[src/rtl/lsu_pkg.sv]
// Shared encodings for the load/store unit: funct3 widths, completion codes, FSM states.
package lsu_pkg;

    localparam logic [2:0] F3_B  = 3'b000;
    localparam logic [2:0] F3_H  = 3'b001;
    localparam logic [2:0] F3_W  = 3'b010;
    localparam logic [2:0] F3_BU = 3'b100;
    localparam logic [2:0] F3_HU = 3'b101;

    localparam logic [1:0] ERR_OK       = 2'b00;
    localparam logic [1:0] ERR_MISALIGN = 2'b01;
    localparam logic [1:0] ERR_ILLEGAL  = 2'b10;
    localparam logic [1:0] ERR_TIMEOUT  = 2'b11;

    typedef enum logic {
        S_IDLE,
        S_REQ
    } state_t;

endpackage

[src/rtl/lsu_align.sv]
// Byte-lane steering for stores, lane extraction and extension for loads, and
// legality/alignment classification of an incoming request.
module lsu_align
    import lsu_pkg::*;
(
    input  logic        is_load,
    input  logic        is_store,
    input  logic [2:0]  funct3,
    input  logic [1:0]  off,
    input  logic [31:0] store_data,
    output logic        illegal,
    output logic        misalign,
    output logic [3:0]  be,
    output logic [31:0] wdata,
    input  logic [2:0]  ld_funct3,
    input  logic [1:0]  ld_off,
    input  logic [31:0] rdata,
    output logic [31:0] load_data
);

    logic [7:0]  ld_byte;
    logic [15:0] ld_half;

    assign ld_byte = rdata[{ld_off, 3'b000} +: 8];
    assign ld_half = ld_off[1] ? rdata[31:16] : rdata[15:0];

    always_comb begin
        illegal  = 1'b0;
        misalign = 1'b0;
        be       = '0;
        wdata    = '0;
        if (is_load && is_store)
            illegal = 1'b1;
        else if (is_store)
            illegal = !(funct3 inside {F3_B, F3_H, F3_W});
        else if (is_load)
            illegal = !(funct3 inside {F3_B, F3_H, F3_W, F3_BU, F3_HU});

        case (funct3)
            F3_H, F3_HU: misalign = off[0];
            F3_W:        misalign = |off;
            default:     misalign = 1'b0;
        endcase

        if (is_store) begin
            case (funct3)
                F3_B: begin
                    be    = 4'b0001 << off;
                    wdata = {4{store_data[7:0]}};
                end
                F3_H: begin
                    be    = off[1] ? 4'b1100 : 4'b0011;
                    wdata = {2{store_data[15:0]}};
                end
                F3_W: begin
                    be    = 4'b1111;
                    wdata = store_data;
                end
                default: ;
            endcase
        end else begin
            be = 4'b1111;
        end
    end

    always_comb begin
        case (ld_funct3)
            F3_B:    load_data = {{24{ld_byte[7]}}, ld_byte};
            F3_H:    load_data = {{16{ld_half[15]}}, ld_half};
            F3_W:    load_data = rdata;
            F3_BU:   load_data = {24'd0, ld_byte};
            F3_HU:   load_data = {16'd0, ld_half};
            default: load_data = '0;
        endcase
    end

endmodule

[src/rtl/load_store_unit.sv]
// Memory stage: request/ready data-memory transaction with timeout, stall output
// and a registered, extended load result.
module load_store_unit
    import lsu_pkg::*;
#(
    parameter int TIMEOUT = 255,
    parameter int CNT_W   = 10
) (
    input  logic        clk,
    input  logic        rst_n,
    input  logic        start,
    input  logic        is_load,
    input  logic        is_store,
    input  logic [2:0]  funct3,
    input  logic [31:0] addr,
    input  logic [31:0] store_data,
    output logic        busy,
    output logic        done,
    output logic [31:0] load_data,
    output logic [1:0]  err,
    output logic        mem_req,
    output logic        mem_we,
    output logic [31:0] mem_addr,
    output logic [31:0] mem_wdata,
    output logic [3:0]  mem_be,
    input  logic        mem_ready,
    input  logic [31:0] mem_rdata
);

    localparam logic [CNT_W-1:0] CNT_LAST = CNT_W'(TIMEOUT - 1);

    state_t           state, state_nx;
    logic [CNT_W-1:0] cnt, cnt_nx;
    logic [2:0]       f3_q, f3_nx;
    logic [1:0]       off_q, off_nx;
    logic             done_nx, mem_we_nx;
    logic [1:0]       err_nx;
    logic [31:0]      load_data_nx, mem_addr_nx, mem_wdata_nx;
    logic [3:0]       mem_be_nx;
    logic             illegal, misalign;
    logic [3:0]       be;
    logic [31:0]      wdata, ld_ext;

    // Request and stall follow the state register directly so reset drops them at once.
    assign busy    = (state == S_REQ);
    assign mem_req = (state == S_REQ);

    lsu_align u_align (
        .is_load    (is_load),
        .is_store   (is_store),
        .funct3     (funct3),
        .off        (addr[1:0]),
        .store_data (store_data),
        .illegal    (illegal),
        .misalign   (misalign),
        .be         (be),
        .wdata      (wdata),
        .ld_funct3  (f3_q),
        .ld_off     (off_q),
        .rdata      (mem_rdata),
        .load_data  (ld_ext)
    );

    always_comb begin
        state_nx     = state;
        cnt_nx       = cnt;
        f3_nx        = f3_q;
        off_nx       = off_q;
        done_nx      = 1'b0;
        err_nx       = err;
        load_data_nx = load_data;
        mem_we_nx    = mem_we;
        mem_addr_nx  = mem_addr;
        mem_wdata_nx = mem_wdata;
        mem_be_nx    = mem_be;
        case (state)
            S_IDLE: begin
                if (start && (is_load || is_store)) begin
                    if (illegal || misalign) begin
                        done_nx      = 1'b1;
                        err_nx       = illegal ? ERR_ILLEGAL : ERR_MISALIGN;
                        load_data_nx = '0;
                    end else begin
                        state_nx     = S_REQ;
                        cnt_nx       = '0;
                        f3_nx        = funct3;
                        off_nx       = addr[1:0];
                        mem_we_nx    = is_store;
                        mem_addr_nx  = {addr[31:2], 2'b00};
                        mem_be_nx    = be;
                        mem_wdata_nx = wdata;
                    end
                end
            end
            S_REQ: begin
                if (mem_ready) begin
                    state_nx     = S_IDLE;
                    cnt_nx       = '0;
                    done_nx      = 1'b1;
                    err_nx       = ERR_OK;
                    load_data_nx = mem_we ? '0 : ld_ext;
                end else if (cnt == CNT_LAST) begin
                    state_nx     = S_IDLE;
                    cnt_nx       = '0;
                    done_nx      = 1'b1;
                    err_nx       = ERR_TIMEOUT;
                    load_data_nx = '0;
                end else begin
                    cnt_nx = cnt + 1'b1;
                end
            end
            default: state_nx = S_IDLE;
        endcase
    end

    always_ff @(posedge clk or negedge rst_n) begin
        if (!rst_n) begin
            state     <= S_IDLE;
            cnt       <= '0;
            f3_q      <= '0;
            off_q     <= '0;
            done      <= 1'b0;
            err       <= '0;
            load_data <= '0;
            mem_we    <= 1'b0;
            mem_addr  <= '0;
            mem_wdata <= '0;
            mem_be    <= '0;
        end else begin
            state     <= state_nx;
            cnt       <= cnt_nx;
            f3_q      <= f3_nx;
            off_q     <= off_nx;
            done      <= done_nx;
            err       <= err_nx;
            load_data <= load_data_nx;
            mem_we    <= mem_we_nx;
            mem_addr  <= mem_addr_nx;
            mem_wdata <= mem_wdata_nx;
            mem_be    <= mem_be_nx;
        end
    end

endmodule

[config.mk]
export PLATFORM = sky130hd
export DESIGN_NAME = load_store_unit
export DESIGN_NICKNAME = d
export VERILOG_FILES = /design/src/rtl/lsu_pkg.sv /design/src/rtl/lsu_align.sv /design/src/rtl/load_store_unit.sv
export SDC_FILE = /design/constraint.sdc
export NUM_CORES = 1
export LEC_CHECK = 0
export ABC_CLOCK_PERIOD_IN_PS = 2450
export BUFFER_PORTS_ARGS = -buffer_cell sky130_fd_sc_hd__clkbuf_2
export CAP_MARGIN = 40
export CORE_ASPECT_RATIO = 1.75
export CORE_MARGIN = 3
export CORE_UTILIZATION = 50
export DETAILED_ROUTE_END_ITERATION = 10
export PLACE_DENSITY_LB_ADDON = 0.15
export SLEW_MARGIN = 20
export SYNTH_ARGS = -nofsm -noshare
export SYNTH_HDL_FRONTEND = slang
export SYNTH_SLANG_ARGS = --single-unit
export TNS_END_PERCENT = 50
[constraint.sdc]
create_clock -name clk -period 2.45 [get_ports clk]
set_clock_uncertainty 0.05 [all_clocks]
set_input_delay 0.49 -clock clk [delete_from_list [all_inputs] [get_ports clk]]
set_output_delay 0.49 -clock clk [all_outputs]
set_load 0.005 [all_outputs]
==> results.md <==
* Post-Place Setup Slack at 169 ps
* Yosys warnings at 0
* CTS root buffer: clkbuf_16
* Setup crit start kind: flip-flop
* Clock transition at path regs at 60 ps
* Number of buffers created by CTS at 17
* Nets at 899
* Core box area at 10900 um^2
* Hold-fix buffers, CTS at 0
* Logic pwr share at 24.0%
* Die area at ~13000 um^2
* Area Overhead vs Synth at 31.0%
* Cell Area, Synth at between 5000 and 6000 um^2
* Post-synth ARST share at 100%
* First-pass GRT wire length at 26200 um
* Slew HR at ~58%
* Row count at 50
* Delay-heaviest family, CP: compound AO/OA/AOI/OAI gates
* Initial Util at 51.8%
* Average size of a mapped cell at 9.51 um^2
* Switching pwr at 0.00213 W
* WL met3 at about 1100 um
* Layout filler cell count at just over 900
* Max rail drop VDD at approximately 570 uV
* Hold_ws at 98.1 ps
* Critical path buffers and inverters at 1
* DRC violations left at 0
* Top Layer Used: met4
* Vias at 5285
* Max stage delay on crit path at 430 ps
* Final Setup Violations at 0
* Fin. max-slew vios at 0
* EDFF count, synth at 0
* # clock sinks at 118
* H-tree levels at 4
* Post-DR vias/cell at 5.65
* Critical Path RT at 2690 ps
* CTS tree: yes
* Detail Placement HPWL at 11900 um
* DRT Pass-1 Iters at 5
* Avg WL per Cell at 17.5 um
* Overflow left after global routing at 0
* Largest net degree at the start of global routing at 119
* Top_reg_cell synth: dfrtp_1
* Wire length on met1 at just over 6000 um
* Crit path kind: reg2reg
* Setup bufs post-CTS at 0
* Final Hold Viols at 0
* Antenna cells at 0
* DIE HEIGHT at ~150 um
* Status: complete, no violations
* Worst-Skew Late Latency at 410 ps
* Worst Setup End Kind: flip-flop
* Crit path cell chain: nand4_1 -> nor3_1 -> o221ai_1 -> a31o_2 -> buf_16 -> a22o_1
* Max capacitance violation total at 0
* Initial antenna violation count at 0
* ANT nets after route at 0
* Cell count after synthesis at 593
* Input/output buffers at 208
* DR iter-0 viols at 221
* Post-synthesis cell type count at 48
* Die X at 86.3 um
* Tcrit/Tclk final at between 80% and 90%
* WP data arrival at approximately 2400 ps
* Slew @ Worst Pin at roughly 630 ps
* Final RePlAce weighted congestion at around 0.87
* Vias in the first global route at 5403
* Total global-route track usage at 26.1%
* Final setup margin at 296 ps
* Clock power share at 37.0%
* Clock Path Buffers at 2
* Switching Share at a little under a third
* PwrDens at 909 nW/um^2
* RSZ-0062 raised after global routing: false
* Leak at 3.82 nW
* Pint at 0.00458 W
* HP Class: in2async
* Crit path max fanout at 24
* #FFs+latches synth at 118
* CP max-delay cell: dfrtp_1
* I/O pins at 211
* Fraction of layout cells with a size suffix above 1 at 33.9%
* Post_cts resized at 0
* Register area share after synthesis at 52.4%
* Maximum operating frequency at 464 MHz
* Minimum clock period at 2150 ps
* Met2 WL at 8570 um
* Setup TNS at 0 ps
* Flop pwr share at between 30% and 40%
* Final wirelength at 16400 um
cells in the mapped netlist, types with 2 or more instances:
| master | instances | area share (%) |
|---|---|---|
| buf_4 | 3 | 0.40 |
| nor3_1 | 2 | 0.18 |
| o31ai_1 | 25 | 3.3 |
| buf_6 | 3 | 0.60 |
| a21o_1 | 2 | 0.27 |
| mux4_2 | 2 | 0.80 |
| nand4_1 | 2 | 0.22 |
| nand3_1 | 14 | 1.2 |
| dfrtp_1 | 118 | 52 |
| clkbuf_1 | 25 | 1.7 |
| a21oi_1 | 45 | 4.0 |
| a31oi_1 | 8 | 0.89 |
| ha_1 | 2 | 0.44 |
| buf_1 | 3 | 0.20 |
| mux2i_1 | 11 | 2.0 |
| clkbuf_8 | 4 | 0.98 |
| o2bb2ai_1 | 21 | 3.3 |
| a22oi_1 | 9 | 1.2 |
| and4_1 | 2 | 0.31 |
| nor2b_1 | 4 | 0.44 |
| a221oi_1 | 16 | 2.5 |
| inv_1 | 8 | 0.53 |
| nand2b_1 | 5 | 0.55 |
| buf_2 | 5 | 0.44 |
| o2bb2ai_2 | 10 | 2.7 |
| nand2_1 | 172 | 11 |
| o21ai_0 | 20 | 1.8 |
| nor2_1 | 32 | 2.1 |
metrics by stage:
| stage | std cells | cell area [um^2] | total power [W] | util (%) |
|---|---|---|---|---|
| floorplan | 594 | 5640 | 0.00351 | - |
| finish | 935 | 7380 | 0.00671 | 67.8 |
| detailed placement | 902 | 6760 | 0.00426 | 62.1 |
| CTS | 934 | 7350 | 0.00677 | 67.6 |
| global placement | 902 | 6760 | 0.00420 | 62.1 |
| global route | 935 | 7380 | 0.00706 | 67.8 |
path summary, 6_finish.rpt:
check                      slack [ps]          from  cells after the start            to
max                               300        cnt[4]                      6        err[1]
min                               100         rst_n                      2  load_data[3]
max reg2reg                       300        cnt[4]                      6        err[1]
min reg2reg                       420  mem_wdata[5]                      2  mem_wdata[5]
max in group asynchronous        1770         rst_n                      2        cnt[0]
min in group clk                  220      addr[14]                      3  mem_addr[14]
flip-flops by register name, summed over array words and instances (netlist names):
| signal | count |
|---|---|
| err | 2 |
| load_data | 32 |
| f3_q | 3 |
| mem_we | 1 |
| mem_addr | 30 |
| busy | 1 |
| done | 1 |
| off_q | 2 |
| mem_be | 4 |
| cnt | 10 |
| mem_wdata | 32 |
kinds of logic (layout without fill, tap and decap cells):
logic type,after synthesis,after routing,share of synthesized area (%)
DFF,118,118,52.4
buffers and inverters,52,263,4.91
other,1,2,0.0665
adders and majority gates,2,2,0.444
and+or+nand+nor,242,242,17.8
AOI/OAI and AO/OA,164,164,21.4
xor gates and xnor gates,1,1,0.155
muxes,13,13,2.75
power groups by stage:
stage	Sequential [W]	Combinational [W]	Clock (W)
final	0.00262	0.00161	0.00248
after global routing	0.00266	0.00179	0.00261
after CTS	0.00261	0.00162	0.00253
after detailed placement	0.00264	0.00162	0
after global placement	0.00262	0.00157	0
after floorplan	0.00259	0.000916	0
placed cells by master, fill, tap and decap left out, drive strengths merged, types with 11 or more instances in the layout:
cell     synthesis  final
a221oi          16     16
o2bb2ai         31     31
dfrtp          118    118
mux2i           11     11
nor2            33     33
buf             14     16
clkbuf          30    224
nand2          172    172
a21oi           45     45
o21ai           20     20
nand3           14     14
inv              8     11
o31ai           25     25
worst reg2reg max path: stages (launching register included):
cell and delay, ps:
dfrtp_1 430, nand4_1 190, nor3_1 360, o221ai_1 190
a31o_2 380, buf_16 220, a22o_1 230
final cells by class:
| type | instances | area, um^2 | share of cell area [%] |
|---|---|---|---|
| inverter | 8 | 30.0 | 0.407 |
| sequential | 118 | 2950 | 40.0 |
| clock buffer | 17 | 425 | 5.76 |
| multi-input combinational | 424 | 2410 | 32.7 |
| clock inverter | 15 | 174 | 2.36 |
| timing repair buffer | 223 | 1230 | 16.6 |
| tap | 130 | 163 | 2.20 |
per-layer routing:
| metal | GRT usage [%] | up-vias |
|---|---|---|
| li1 | - | 2488 |
| met1 | 30.7 | 2544 |
| met2 | 44.0 | 212 |
| met3 | 5.76 | 41 |
| met4 | 13.0 | 0 |
| met5 | 0 | - |
Note: power is estimated with default switching activity, not from simulation.
